File: src/rtl/wb_stream_writer_sched.sv
// wb_stream_writer_sched
//   Descriptor-queue scheduler for the stream writer DMA. Software pushes
//   (start_adr, buf_size) descriptors through a Wishbone slave port. The block
//   launches the writer once per queued descriptor and waits for each buffer to
//   finish before launching the next one.
// Ports
//   wb_clk_i, wb_rst_ni       clock, async active-low reset (release synchronised)
//   wb_*                      Wishbone slave; regs decoded on wb_adr_i[4:2]
//   irq                       level interrupt: buffer done or start error
//   busy                      writer busy (input)
//   enable                    one-cycle launch pulse to the writer
//   start_adr/buf_size        head descriptor, held while launched and in IDLE
//   burst_size                burst length register
module wb_stream_writer_sched #(
  parameter int WB_AW      = 32,
  parameter int WB_DW      = 32,
  parameter int DEPTH_LOG2 = 2,
  parameter int START_TO   = 16
) (
  input  logic               wb_clk_i,
  input  logic               wb_rst_ni,
  input  logic [WB_AW-1:0]   wb_adr_i,
  input  logic [WB_DW-1:0]   wb_dat_i,
  input  logic [WB_DW/8-1:0] wb_sel_i,
  input  logic               wb_we_i,
  input  logic               wb_cyc_i,
  input  logic               wb_stb_i,
  input  logic [2:0]         wb_cti_i,
  input  logic [1:0]         wb_bte_i,
  output logic [WB_DW-1:0]   wb_dat_o,
  output logic               wb_ack_o,
  output logic               wb_err_o,
  output logic               wb_rty_o,
  output logic               irq,
  input  logic               busy,
  output logic               enable,
  output logic [WB_AW-1:0]   start_adr,
  output logic [WB_AW-1:0]   buf_size,
  output logic [WB_AW-1:0]   burst_size
);

  localparam int DEPTH = 1 << DEPTH_LOG2;
  localparam int FW    = DEPTH_LOG2 + 1;
  localparam int TW    = $clog2(START_TO + 1);

  typedef struct packed {
    logic [WB_AW-1:0] adr;
    logic [WB_AW-1:0] size;
  } desc_t;

  typedef enum logic [2:0] {
    S_IDLE, S_LAUNCH, S_WAIT_S, S_WAIT_E, S_DONE, S_ERR
  } state_t;

  // Reset asserts asynchronously, releases two clocks later in this domain.
  logic [1:0] rst_sync;
  logic       rst_n;
  always_ff @(posedge wb_clk_i or negedge wb_rst_ni)
    if (!wb_rst_ni) rst_sync <= '0;
    else            rst_sync <= {rst_sync[0], 1'b1};
  assign rst_n = rst_sync[1];

  logic unused_in;
  assign unused_in = ^{wb_sel_i, wb_cti_i, wb_bte_i, wb_adr_i[WB_AW-1:5], wb_adr_i[1:0]};

  // ---------------- bus ----------------
  logic       acc, wr;
  logic [2:0] rsel;
  logic       wr_ctrl, wr_dadr, wr_dsize, wr_burst;

  assign acc      = wb_cyc_i & wb_stb_i;
  assign rsel     = wb_adr_i[4:2];
  // writes commit on the ack cycle while the master still holds the request
  assign wr       = wb_ack_o & acc & wb_we_i;
  assign wr_ctrl  = wr && rsel == 3'd0;
  assign wr_dadr  = wr && rsel == 3'd1;
  assign wr_dsize = wr && rsel == 3'd2;
  assign wr_burst = wr && rsel == 3'd3;
  assign wb_err_o = 1'b0;
  assign wb_rty_o = 1'b0;

  always_ff @(posedge wb_clk_i or negedge rst_n)
    if (!rst_n) wb_ack_o <= 1'b0;
    else        wb_ack_o <= acc & ~wb_ack_o;

  // ---------------- state ----------------
  state_t           state, nxt;
  logic             run, err, ovf, busy_q, pop, flush;
  logic [WB_AW-1:0] dadr;
  logic [WB_DW-1:0] done_cnt;
  logic [TW-1:0]    to_cnt;
  desc_t            fifo [DEPTH];
  logic [FW-1:0]    wp, rp, fill;
  logic             empty, full;

  assign fill  = wp - rp;
  assign empty = fill == '0;
  assign full  = fill == FW'(DEPTH);
  // flush only applies while idle; it also blocks a launch in the same cycle so
  // a head already emptied away is never started
  assign flush = wr_ctrl && wb_dat_i[2] && state == S_IDLE;

  always_comb begin
    nxt = state;
    pop = 1'b0;
    case (state)
      S_IDLE:   if (run && !empty && !busy && !flush) nxt = S_LAUNCH;
      S_LAUNCH: nxt = S_WAIT_S;
      S_WAIT_S: begin
        if (busy)                              nxt = S_WAIT_E;
        else if (to_cnt == TW'(START_TO - 1))  nxt = S_ERR;
      end
      S_WAIT_E: if (!busy && busy_q) nxt = S_DONE;
      S_DONE:   begin pop = 1'b1; nxt = S_IDLE; end
      S_ERR:    begin pop = 1'b1; nxt = S_IDLE; end
      default:  nxt = S_IDLE;
    endcase
  end

  always_ff @(posedge wb_clk_i or negedge rst_n)
    if (!rst_n) state <= S_IDLE;
    else        state <= nxt;

  assign enable = state == S_LAUNCH;

  always_ff @(posedge wb_clk_i or negedge rst_n) begin
    if (!rst_n) begin
      busy_q     <= 1'b0;
      to_cnt     <= '0;
      start_adr  <= '0;
      buf_size   <= '0;
      burst_size <= '0;
      dadr       <= '0;
      done_cnt   <= '0;
      run        <= 1'b0;
      err        <= 1'b0;
      ovf        <= 1'b0;
      irq        <= 1'b0;
      wp         <= '0;
      rp         <= '0;
      for (int i = 0; i < DEPTH; i++) fifo[i] <= '0;
    end else begin
      busy_q <= busy;

      if (state == S_LAUNCH)      to_cnt <= '0;
      else if (state == S_WAIT_S) to_cnt <= to_cnt + 1'b1;

      if (state == S_IDLE && nxt == S_LAUNCH) begin
        start_adr <= fifo[rp[DEPTH_LOG2-1:0]].adr;
        buf_size  <= fifo[rp[DEPTH_LOG2-1:0]].size;
      end

      if (wr_dadr)  dadr       <= WB_AW'(wb_dat_i);
      if (wr_burst) burst_size <= WB_AW'(wb_dat_i);

      // fullness is judged before any same-cycle pop
      if (wr_dsize && !full) begin
        fifo[wp[DEPTH_LOG2-1:0]] <= '{adr: dadr, size: WB_AW'(wb_dat_i)};
        wp <= wp + 1'b1;
      end

      if (pop)        rp <= rp + 1'b1;
      else if (flush) rp <= wp;

      if (state == S_DONE) done_cnt <= done_cnt + 1'b1;

      // hardware set wins over a same-cycle software clear
      if (state == S_DONE || state == S_ERR) irq <= 1'b1;
      else if (wr_ctrl && wb_dat_i[1])       irq <= 1'b0;

      if (state == S_ERR)                    err <= 1'b1;
      else if (wr_ctrl && wb_dat_i[3])       err <= 1'b0;

      if (wr_dsize && full)                  ovf <= 1'b1;
      else if (wr_ctrl && wb_dat_i[3])       ovf <= 1'b0;

      if (state == S_ERR) run <= 1'b0;
      else if (wr_ctrl)   run <= wb_dat_i[0];
    end
  end

  // ---------------- read mux ----------------
  logic [WB_DW-1:0] ctrl_rd;
  always_comb begin
    ctrl_rd         = '0;
    ctrl_rd[0]      = run;
    ctrl_rd[1]      = busy;
    ctrl_rd[2]      = irq;
    ctrl_rd[3]      = empty;
    ctrl_rd[4]      = full;
    ctrl_rd[5]      = err;
    ctrl_rd[6]      = ovf;
    ctrl_rd[8 +: FW] = fill;
  end

  always_comb begin
    wb_dat_o = '0;
    case (rsel)
      3'd0:    wb_dat_o = ctrl_rd;
      3'd1:    wb_dat_o = WB_DW'(dadr);
      3'd3:    wb_dat_o = WB_DW'(burst_size);
      3'd4:    wb_dat_o = done_cnt;
      default: wb_dat_o = '0;
    endcase
  end

endmodule

File: config.mk
export PLATFORM = sky130hd
export DESIGN_NAME = wb_stream_writer_sched
export DESIGN_NICKNAME = d
export VERILOG_FILES = /design/src/rtl/wb_stream_writer_sched.sv
export SDC_FILE = /design/constraint.sdc
export NUM_CORES = 1
export LEC_CHECK = 0
export CORE_ASPECT_RATIO = 0.6
export CORE_UTILIZATION = 45
export DETAILED_ROUTE_END_ITERATION = 7
export GPL_ROUTABILITY_DRIVEN = 0
export PLACE_DENSITY = 0.62
export SYNTH_ARGS = -nofsm -noshare
export SYNTH_HDL_FRONTEND = slang
export SYNTH_SLANG_ARGS = --single-unit
File: constraint.sdc
create_clock -name wb_clk_i -period 17.15 [get_ports wb_clk_i]
set_input_delay 2.5725 -clock wb_clk_i [delete_from_list [all_inputs] [get_ports wb_clk_i]]
set_output_delay 2.5725 -clock wb_clk_i [all_outputs]
set_load 0.02 [all_outputs]
* Word-level counts from Yosys, hierarchy flattened *
Cells that the tools add are included.

operators by class
  equality and inequality tests = 12
  bitwise logic cells = 7
  reductions and logical operators = 31
  multiplexer cells = 24
  $add $sub $neg = 5
  order comparisons = 3

operators by type and width
  kind                                                      count
  bitwise mux 256 bit                                       1
  two-way mux 64 bit                                        3
  binary-select mux 64 bit (select 2 bit)                   1
  demux 64 bit (select 2 bit)                               1
  case mux 32 bit (4 select lines)                          1
  adder 32 x 1 -> 32 bit, second input constant             1
  two-way mux 3 bit                                         6
  logical AND 1 bit                                         16
  == test 3 x 2 -> 1 bit, second input constant             4
  == test 3 bit, second input constant                      4
  case mux 3 bit (4 select lines)                           1
  nonzero test 2 bit                                        6
  two-way mux 5 bit                                         2
  == test 3 x 1 -> 1 bit, second input constant             3
  zero test 3 bit                                           3
  two-way mux 1 bit                                         8
  adder 3 x 1 -> 3 bit, second input constant               2
  greater-or-equal comparator 3 bit, second input constant  2
  NOT 2 -> 3 bit                                            2
  adder 5 x 1 -> 5 bit, second input constant               1
  == test 5 x 4 -> 1 bit, second input constant             1
  bitwise AND 1 bit                                         4
  zero test 1 bit                                           4
  < comparator 3 x 1 -> 1 bit, second input constant        1
  other kinds (4)                                           4

storage, ports and cells
  logic and storage cells = 106
  output and inout bits = 133
  register bits after elaboration = 438

* Depth between registers and ports, before layout *
  word-level depth = 12
  depth in mapped cells = 10
  depth with buffers taken out = 7

* Worst setup path before layout *
OpenSTA, ideal clock, no wires.

  kind = input-to-output
  start = input wb_adr_i[3]
  end = output wb_dat_o[12]
  slack = 10.593 ns
  arrival time = 3.985 ns
  buffers on the path = 2
  stages = 4
  cell sequence = clkbuf_1 > buf_1 > mux2i_1 > o21ai_0

on the way
  longest elaborated chain between the ends = 2
  elaborated cells on any way between the ends = 5
  those cells by class = eq/ne: 3; mux: 1; reduce/logical: 1

RTL lines
  element                                RTL line  RTL
  from (decl)                            22        input logic [WB_AW-1:0] wb_adr_i,
  == test 3 bit (tied with other cells)  198       case (rsel)
  case mux 32 bit (4 select lines) (*)   198
  to (decl)                              30        output logic [WB_DW-1:0] wb_dat_o,

Every way passes the cells marked *; elsewhere a longest branch is shown, timed or not.

* Worst setup path after layout *
  start = input wb_adr_i[2]
  end = output wb_dat_o[17]

The elaborated chain is that of the path after synthesis.

==> impl_metrics.json <==
{
  "dr.pass1.iters": 4,
  "multiInputGateArea_um2": 7790,
  "wl_per_cell_um": 22.2,
  "critPathArrivalTime_ns": 5.55,
  "relSlewSlack_pct": 24.7,
  "setup_ws_ns": 9.03,
  "synth_ff_type": "dfrtp_1",
  "dieArea_um2": 43600,
  "nFillCells": 3483,
  "hp-class": "reg2reg",
  "fmax_mhz": 123,
  "grt_pass1_vias": 11800,
  "worst_pin_slew_ns": 1.13,
  "num_rows": 58,
  "antenna_cells": 0,
  "clkTransAtPathRegs_ns": 0.06,
  "numCtsBuffers": 43,
  "layout.cells.non_filler": 2025,
  "cts_resized": 0,
  "synth_area_leaders": "dfrtp_1, mux2_2, mux4_2, mux2i_1, buf_6",
  "status": "completed",
  "critPathRequiredTime_ns": 14.58,
  "route.detailed.drc": 0,
  "yosysMostFrequentCell": "dfrtp_1",
  "p_leak_nw": 11.0,
  "cts_tree": "done",
  "place_ws_ns": 9.07,
  "core_area_um2": 42000,
  "synth_top_area_cell": "dfrtp_1",
  "synth-seq-cells": 438,
  "syn_area_per_cell_um2": 15.2,
  "drive_above_1_share_pct": 37.4,
  "postSynthCellCount": 1265,
  "critPathCaptureType": "primary output",
  "io_buffer_count": 171,
  "antenna_found_initial": 0,
  "syn_area_um2": 19200,
  "die_w_um": 269,
  "final.min_clock_period_ns": 8.12,
  "clkLatencyLatePin_ns": 0.55,
  "crit_type": "in2out",
  "via_per_inst": 5.45,
  "hold_buffers": 0,
  "worst_setup_path_start_kind": "input port",
  "synth_edf_count": 0,
  "cts_sinks": 438,
  "syn2layout_area_growth_pct": 18.1,
  "yosysWarnings": 0,
  "placed_area_um2": 21400,
  "seqCellArea_um2": 11000,
  "async_reset_ff_share_pct": 100,
  "htreeDepth": 2,
  "synth.top_cell.area_share_pct": 57.0,
  "ir_drop_uv": 83.7,
  "dp.cells": 1950,
  "die_h_um": 162,
  "cts_root_buf": "clkbuf_16",
  "clock_path_buffers": 3,
  "grt_max_degree": 78,
  "ys_seq_area_share_pct": 57.0,
  "antenna_left": 0,
  "io_pins": 212,
  "dp_hpwl_um": 28100,
  "maxSlewViolCount": 0,
  "critPathMaxFanout": 23,
  "design_area_um2": 22700,
  "start_util_pct": 45.8,
  "powerDensity_nw_per_um2": 105,
  "grt_use_total_pct": 21.5,
  "setup_tns_ns": 0,
  "postCtsSetupBuffers": 0,
  "cap_violations": 0,
  "clock_skew_ns": 0.0233,
  "grt-ovfl-total": 0,
  "yosys-top-cells-count": "dfrtp_1, mux2_2, mux4_2, nand2_1",
  "nNetsFinal": 1515,
  "vias": 11000,
  "totalWireLength_um": 45000,
  "ys_types": 46,
  "rsz0062_at_grt": "no",
  "hold_viol_final": 0,
  "finalSetupViolations": 0,
  "grt_first_pass_wirelength_um": 71400,
  "period_share_pct": 47.3,
  "drt-initial-drc-count": 602
}
==> worst max-delay path, cell delays in order <==
cell             delay [ns]
clkdlybuf4s50_1        0.75
nor2_1                 0.32
and2_1                 0.77
nand2_1                0.20
o21ai_0                0.22
clkdlybuf4s50_1        0.68
==> layout make-up <==
class | instances | share of cell area (%)
sequential | 438 | 48.3
multi-input combinational | 743 | 34.3
timing repair buffer | 188 | 8.07
clock buffer | 64 | 5.39
tap | 570 | 3.14
clock inverter | 11 | 0.628
inverter | 11 | 0.182
==> cell usage in the layout (no fill, tap or decap), types with 14 or more instances in the layout <==
| master | netlist | layout |
|---|---|---|
| mux2i_1 | 36 | 36 |
| dfrtp_1 | 438 | 435 |
| clkbuf_1 | 32 | 14 |
| nor3_1 | 16 | 15 |
| nor2_1 | 14 | 14 |
| clkbuf_16 | 0 | 43 |
| buf_4 | 3 | 17 |
| mux4_2 | 64 | 64 |
| mux2_2 | 387 | 387 |
| nand3_1 | 14 | 14 |
| xor2_1 | 20 | 20 |
| o21ai_0 | 36 | 36 |
| nand2_1 | 51 | 50 |
| clkdlybuf4s50_1 | 0 | 170 |
==> layer usage <==
metal  wire [um]  track usage (%)
met4         933             5.06
met2       20200             32.1
met3        1970             3.79
met1       21900             32.6
met5           0                0
==> final timing paths <==
check	from	to	slack [ns]	cells after the start
min in group asynchronous	rst_sync[1]	buf_size[25]	0.37	0
min	rst_sync[0]	rst_sync[1]	0.36	0
max in group asynchronous	rst_sync[1]	fifo[113]	13.80	3
max reg2reg	rp[0]	fifo[96]	13.19	7
min reg2reg	rst_sync[0]	rst_sync[1]	0.36	0
max	wb_adr_i[2]	wb_dat_o[17]	9.03	6
==> kinds of logic (layout without fill, tap and decap cells) <==
| kind of cell | count (synthesis) | in the layout | share of synthesized area, % |
|---|---|---|---|
| compound gates | 62 | 62 | 2.03 |
| xor+xnor | 34 | 34 | 1.63 |
| fa+ha+maj | 11 | 11 | 0.755 |
| buf+inv | 85 | 274 | 2.67 |
| flops | 438 | 438 | 57.0 |
| mux | 488 | 488 | 32.1 |
| other cells | 2 | 3 | 0.0390 |
| simple gates | 145 | 145 | 3.81 |
==> registers in the layout, summed over array words and instances (netlist names), 3 cells and up <==
| register | count |
|---|---|
| fifo | 256 |
| burst_size | 32 |
| state | 3 |
| dadr | 32 |
| buf_size | 32 |
| to_cnt | 5 |
| rp | 3 |
| done_cnt | 32 |
| wp | 3 |
| start_adr | 32 |
==> power breakdown <==
group          switching, mW  internal [mW]  total [mW]
combinational          0.151          0.143       0.294
clock                  0.395          0.539       0.934
sequential            0.0769           1.07        1.15
==> through the flow <==
stage	hold slack (ns)	util [%]	power [mW]
floorplan	0.331	-	1.35
detailed placement	0.336	50.8	1.47
finish	0.357	54.1	2.38
global placement	0.340	50.8	1.46
CTS	0.364	54.1	2.42
global route	0.392	54.1	2.49
Note: power is estimated with default switching activity, not from simulation.
